File: src/rtl/mdu_pkg.sv
// mdu_pkg: shared MDU op/read encodings, latency defaults and controller state type.
package mdu_pkg;
  typedef logic [3:0] op_t;
  typedef logic [1:0] rd_t;
  typedef enum logic {IDLE, BUSY} state_t;
  localparam op_t OP_NONE  = 4'd0;
  localparam op_t OP_MULT  = 4'd1;
  localparam op_t OP_MULTU = 4'd2;
  localparam op_t OP_DIV   = 4'd3;
  localparam op_t OP_DIVU  = 4'd4;
  localparam op_t OP_MTHI  = 4'd5;
  localparam op_t OP_MTLO  = 4'd6;
  localparam rd_t RD_NONE  = 2'd0;
  localparam rd_t RD_MFLO  = 2'd1;
  localparam rd_t RD_MFHI  = 2'd2;
  localparam int MULT_TIME_DEF = 5;
  localparam int DIV_TIME_DEF  = 10;
endpackage

File: src/rtl/mdu_busy_timer.sv
// mdu_busy_timer: 4-bit load/decrement busy counter mirroring the MDU timer.
module mdu_busy_timer (
  input  logic       clk,
  input  logic       reset,
  input  logic       load,
  input  logic [3:0] load_val,
  output logic [3:0] cnt,
  output logic       busy
);
  assign busy = |cnt;
  always_ff @(posedge clk or negedge reset)
    if (!reset) cnt <= '0;
    else cnt <= load ? load_val : cnt - {3'b0, busy};
endmodule

File: src/rtl/mdu_issue_ctrl.sv
// mdu_issue_ctrl: E-stage MDU issue control with HI/LO interlock, flush suppression,
// busy consistency check and performance counters.
module mdu_issue_ctrl
  import mdu_pkg::*;
#(
  parameter int MULT_TIME = MULT_TIME_DEF,
  parameter int DIV_TIME  = DIV_TIME_DEF
) (
  input  logic        clk,
  input  logic        reset,
  input  logic        in_valid,
  input  logic [3:0]  in_op,
  input  logic [1:0]  in_read,
  input  logic        req,
  input  logic        mdu_busy,
  output logic        in_ready,
  output logic        stall,
  output logic        mdu_start,
  output logic [3:0]  mdu_op,
  output logic [3:0]  mdu_time,
  output logic [1:0]  mdu_readhilo,
  output logic        sync_err,
  output logic [31:0] stall_cycles,
  output logic [15:0] issued_ops
);
  localparam logic [3:0] MT = 4'(MULT_TIME);
  localparam logic [3:0] DT = 4'(DIV_TIME);
  logic [3:0] cnt;
  logic busy, hilo, md, is_div, acc;
  state_t state;
  mdu_busy_timer u_timer (
    .clk(clk), .reset(reset), .load(mdu_start), .load_val(mdu_time),
    .cnt(cnt), .busy(busy)
  );
  assign state = busy ? BUSY : IDLE;
  assign hilo = (in_op != OP_NONE) || (in_read != RD_NONE);
  assign md = (in_op == OP_MULT) || (in_op == OP_MULTU) || is_div;
  assign is_div = (in_op == OP_DIV) || (in_op == OP_DIVU);
  assign in_ready = !hilo || state == IDLE || req;
  assign stall = in_valid && !in_ready;
  // reset gates issue so the MDU sees a quiet port while both are held in reset
  assign acc = reset && in_valid && in_ready && !req;
  always_comb begin
    mdu_start = acc && md;
    mdu_op = acc ? in_op : OP_NONE;
    mdu_time = mdu_start ? (is_div ? DT : MT) : 4'd0;
    mdu_readhilo = acc ? in_read : RD_NONE;
  end
  always_ff @(posedge clk or negedge reset)
    if (!reset) begin
      sync_err <= 1'b0;
      stall_cycles <= '0;
      issued_ops <= '0;
    end else begin
      sync_err <= sync_err | (mdu_busy != (busy | mdu_start));
      stall_cycles <= stall_cycles + {31'b0, stall && !(&stall_cycles)};
      issued_ops <= issued_ops + {15'b0, mdu_start};
    end
endmodule
File: config.mk
export PLATFORM = sky130hd
export DESIGN_NAME = mdu_issue_ctrl
export DESIGN_NICKNAME = d
export VERILOG_FILES = /design/src/rtl/mdu_pkg.sv /design/src/rtl/mdu_busy_timer.sv /design/src/rtl/mdu_issue_ctrl.sv
export SDC_FILE = /design/constraint.sdc
export NUM_CORES = 1
export LEC_CHECK = 0
export BUFFER_PORTS_ARGS = -buffer_cell sky130_fd_sc_hd__buf_2
export CORE_MARGIN = 3
export CORE_UTILIZATION = 35
export CTS_BUF_LIST = sky130_fd_sc_hd__clkbuf_8 sky130_fd_sc_hd__clkbuf_16
export DETAILED_ROUTE_END_ITERATION = 8
export SLEW_MARGIN = 20
export SYNTH_ARGS = -nofsm -noshare
export SYNTH_HDL_FRONTEND = slang
export SYNTH_SLANG_ARGS = --single-unit
File: constraint.sdc
create_clock -name clk -period 3.4 [get_ports clk]
set_input_delay 0 -clock clk [delete_from_list [all_inputs] [get_ports clk]]
set_output_delay 0 -clock clk [all_outputs]
set_load 0.1 [all_outputs]
-- Word-level counts from Yosys, hierarchy flattened
Index checks and enable logic that the tools add are counted.
- bits in registers: 53
- input bits: 11
- equal/unequal tests: 5
- reduce and logical (&&, ||, !) cells: 20
- add/subtract/negate cells: 3
- bitwise operators: 3
- mux-type cells: 6
- operators with widths (cell ; count):
    adder 32 x 1 -> 32 bit ; 1
    AND reduction 32 bit ; 1
    adder 16 x 1 -> 16 bit ; 1
    2-to-1 mux 4 bit ; 4
    == test 4 x 2 -> 1 bit (second input constant) ; 2
    logical AND 1 bit ; 6
    logical OR 1 bit ; 6
    == test 4 x 1 -> 1 bit (second input constant) ; 1
    == test 4 x 3 -> 1 bit (second input constant) ; 1
    zero test 1 bit ; 4
    nonzero test 4 bit ; 1
    OR reduction 4 bit ; 1
    subtractor 4 x 1 -> 4 bit ; 1
    2-to-1 mux 2 bit ; 1
    OR 1 bit ; 2
    nonzero test 2 bit ; 1
    2-to-1 mux 1 bit ; 1
    != test 1 bit ; 1
    NOT 1 bit ; 1

-- Logic depth before layout (Yosys ltp)
- word-level depth: 11
- mapped depth: 11

-- Modules after synthesis
Synthesis repeated with hierarchy kept, for this count alone.
- cells, all modules: 234
- area, all modules: 2563.7 um^2
- by module, submodules not included (module ; times used ; sequential area each (um^2) ; area an instance (um^2) ; cells each):
    mdu_issue_ctrl ; 1 ; 1226.2 ; 2353.5 ; 214
    mdu_busy_timer ; 1 ; 100.1 ; 210.2 ; 20

-- Least setup slack after synthesis
Ideal clock, no wire load.
- kind: reg-to-reg
- from: register u_timer.cnt[0]
- to: register issued_ops[12]
- cell stages (with the launch flop): 11
- setup slack: 0.034 ns
- arrival: 3.207 ns
- cells stage by stage: dfrtp_1 nor4_4 inv_1 nor3_1 and3_1 ha_1 ha_1 inv_1 nor4_1 nand2_1 xnor2_1
- longest elaborated chain between the ends: 9
- ends and longest elaborated chain (what ; line ; text):
    start, declared ; mdu_busy_timer.sv:7 ; output logic [3:0] cnt,
    start signal, assigned ; mdu_busy_timer.sv:13 ; else cnt <= load ? load_val : cnt - {3'b0, busy};
    OR reduction 4 bit ; mdu_busy_timer.sv:10 ; assign busy = |cnt;
    2-to-1 mux 1 bit ; mdu_issue_ctrl.sv:35 ; assign state = busy ? BUSY : IDLE;
    NOT 1 bit ; mdu_issue_ctrl.sv:39 ; assign in_ready = !hilo || state == IDLE || req;
    logical OR 1 bit (2 in series) ; mdu_issue_ctrl.sv:39 ;
    logical AND 1 bit (2 in series) ; mdu_issue_ctrl.sv:42 ; assign acc = reset && in_valid && in_ready && !req;
    logical AND 1 bit ; mdu_issue_ctrl.sv:44 ; mdu_start = acc && md;
    via mdu_start ; mdu_issue_ctrl.sv:18 ; output logic mdu_start,
    adder 16 x 1 -> 16 bit ; mdu_issue_ctrl.sv:57 ; issued_ops <= issued_ops + {15'b0, mdu_start};
    end signal, assigned ; mdu_issue_ctrl.sv:57 ;
    end, declared ; mdu_issue_ctrl.sv:24 ; output logic [15:0] issued_ops
The timed path passes the listed nets, and every way through them passes these cells.

-- Final worst setup path
- from: register u_timer.cnt[1]
- to: register issued_ops[14]
- longest elaborated chain between the ends: 9
- ends and longest elaborated chain (what ; line):
    OR reduction 4 bit ; mdu_busy_timer.sv:10
    2-to-1 mux 1 bit ; mdu_issue_ctrl.sv:35
    NOT 1 bit ; mdu_issue_ctrl.sv:39
    logical OR 1 bit (2 in series) ; mdu_issue_ctrl.sv:39
    logical AND 1 bit (2 in series) ; mdu_issue_ctrl.sv:42
    logical AND 1 bit ; mdu_issue_ctrl.sv:44
    adder 16 x 1 -> 16 bit ; mdu_issue_ctrl.sv:57
Every way passes these cells.

==> metrics <==
crit path DAT=2.97 ns; crit-path max cell delay=0.43 ns; largest net degree at the start of global routing=54; I/O pins=73; Reg clk slew, reported paths=0.09 ns; worst-path fanout max=5; DIE AREA=8530 um^2; clock latency on the worst-skew pair=0.30 ns; Tightest Pin Transition=0.655 ns; max frequency=0.359 GHz; vias per cell=4.87; Crit path required time=3.59 ns; # hold bufs at CTS=2; Core ar.=7020 um^2; Iter 0 DRT Violations=73; worst hold path class=in -> reg; # resized after CTS=0; Placement Rows=30; number of remaining DRC errors=0; Clock Skew=0.00703 ns; IO buf count=72; Setup TNS Final=0 ns; P_sw=0.000707 W; worst vdd ir=0.297 mV; width of the die=92.3 um; via count=2018; area grow syn2layout=23.2%; total chip power=0.00176 W; crit path capture type=flop; Max-Cap Viols=0; kind of critical path=reg -> reg; routed len/inst=13.3 um; total number of H-tree levels=2; post-CTS setup buffer count=0; synth unique cells=35; Leak=1.63 nW; share of power burned in registers=43.1%; Async SR Flop Fraction=100%; syn nets=255; Core Util, Final=45.8%; post-layout min period=2.78 ns; drt pass-1 iters=4; total CTS buffers=5; CTS Root Cell=clkbuf_8; Seq/Total Area, Yosys=50.8%; CP cell instances=nor4_4 > inv_1 > nor3_1 > and3_1 > ha_1 > ha_1 > inv_1 > nor4_1 > nand2_1 > xnor2_1; first-pass GRT wire length=9490 um; Final Instance Area=3210 um^2; final WL=5500 um; Hold Vio Cnt, Final=0; worst setup margin=0.618 ns; Clock power frac=24.5%; top_reg_cell synth=dfrtp_1; CTS tree=built; Mapped Area=2610 um^2; Worst path slowest cell=dfrtp_1; RSZ-0062 raised after global routing=false; Mapped Cells=238; final net count=334; Starting Density=37.2%; Internal=0.00106 W; status=completed; Total GRT Usage=13.6%; clk buf depth=2; antenna-violating nets left=0; Net Sw Frac=40.1%; number of flops mapped to enable cells by yosys=0; Synth Warn #=0; pwr dens=549 nW/um^2; pre-CTS setup slack=0.624 ns; synthesized area per cell=11.0 um^2; fin. max-slew vios=0; Clock Sinks=53; antenna diode count=0; Post-DP HPWL=4230 um; grt ovf=0; RD Place Congestion=0.822; crit share post-route=81.8%; initial antenna violation count=0; vias in the first global route=2054; layout cell share with drive strength beyond 1=29.2%; Die Y-Extent=92.3 um; CP startpoint kind=flop; relative max-transition margin=56.3%; combinational power share=32.4%; Placed Area=3070 um^2; Synth Register Bits=53; Final setup viols=0
-- layout by cell type, fill, tap and decap left out, types with 2 or more instances in the layout --
master | Yosys | final
dfrtp_1 | 53 | 53
and4_1 | 2 | 2
a211oi_1 | 2 | 2
buf_2 | 0 | 72
o21ai_0 | 2 | 2
nor3_1 | 8 | 8
xor2_1 | 13 | 13
nor2_1 | 13 | 13
nor3b_1 | 2 | 2
a31oi_1 | 2 | 2
and3_1 | 5 | 5
dlygate4sd3_1 | 0 | 2
nand3b_1 | 2 | 2
nand2_1 | 17 | 17
xnor2_1 | 34 | 34
nor4_1 | 2 | 2
a21oi_1 | 3 | 3
nand4_1 | 19 | 19
o211ai_1 | 2 | 2
nand2b_1 | 2 | 2
inv_1 | 8 | 8
nor4_4 | 3 | 3
and2_1 | 10 | 10
clkbuf_8 | 0 | 6
buf_4 | 2 | 2
nand3_1 | 15 | 15
ha_1 | 6 | 6
-- cell usage after synthesis, drive strengths merged (2+ instances only) --
cell type	count	area (um^2)
xnor2	34	298
ha	6	75.1
a211oi	2	15.0
nand3	16	85.1
xor2	13	114
nand2	18	70.1
dfrtp	53	1330
and3	5	31.3
o21ai	2	10.0
nor3b	2	15.0
a31oi	2	12.5
a21oi	3	15.0
nand2b	2	12.5
and4	2	17.5
inv	9	33.8
nand4	20	131
o211ai	2	15.0
nor4	6	88.8
nand3b	2	15.0
and2	10	62.6
nor3	9	56.3
buf	3	26.3
nor2	13	48.8
-- flip-flops by register name (all words and copies together) (netlist names) --
name,cells
u_timer.cnt,4
stall_cycles,32
sync_err,1
issued_ops,16
-- power groups by stage --
stage                     Clock, W  Sequential [W]  Combinational (W)
final                     0.000432        0.000761           0.000571
after global routing      0.000480        0.000774           0.000610
after CTS                 0.000453        0.000762           0.000576
after detailed placement         0        0.000774           0.000573
after global placement           0        0.000772           0.000572
after floorplan                  0         0.00103           0.000203
-- logic make-up (layout without fill, tap and decap cells) --
family                   count (synthesis)  in the layout  share of synthesized area (%)
flip-flops                              53             53                           50.8
buffers and inverters                   13             93                           2.45
adder cells (fa/ha/maj)                  6              6                           2.88
AND/OR/NAND/NOR                        108            108                           25.5
XOR/XNOR                                47             47                           15.8
AO/OA/AOI/OAI                           11             11                           2.59
-- stage by stage --
stage                     cells  hold WS (ns)
after floorplan             238        -0.296
after global routing        414         0.104
after detailed placement    404         0.251
after CTS                   414        0.0775
final                       414        0.0866
after global placement      404         0.245
-- final timing paths --
path	startpoint	end	slack, ns	cells past startpoint
worst min register to register	sync_err$_DFF_PN0_	sync_err$_DFF_PN0_	0.47	1
worst max register to register	u_timer.cnt[1]$_DFF_PN0_	issued_ops[14]$_DFF_PN0_	0.62	10
min in group asynchronous	reset	stall_cycles[0]$_DFF_PN0_	0.45	3
worst min-delay path	in_op[3]	u_timer.cnt[0]$_DFF_PN0_	0.09	3
worst max-delay path	u_timer.cnt[1]$_DFF_PN0_	issued_ops[14]$_DFF_PN0_	0.62	10
max in group asynchronous	reset	stall_cycles[20]$_DFF_PN0_	2.52	3
-- per-layer routing --
metal / wire [um] / track usage, % / part of all wire [%]
met5: 0 / 0 / 0
met4: 59 / 3.71 / 1.1
met3: 284 / 2.92 / 5.2
met2: 2600 / 22.7 / 47
met1: 2560 / 17.9 / 47
-- cell type report --
type / instances / area, um^2
Clock buffer: 6 / 82.6
Clock inverter: 2 / 37.5
Fill cell: 673 / 3800
Inverter: 9 / 33.8
Multi-Input combinational cell: 172 / 1220
Sequential cell: 53 / 1330
Tap cell: 96 / 120
Timing Repair Buffer: 76 / 395
-- critical path, delay by kind of cell, from the launching register on --
family / cells / cell delay (ns)
flip-flops: 1 / 0.43
buffers and inverters: 2 / 0.19
AND/OR/NAND/NOR: 5 / 1.45
XOR/XNOR: 1 / 0.14
adder cells (fa/ha/maj): 2 / 0.48
(Power assumes the default switching activity.)
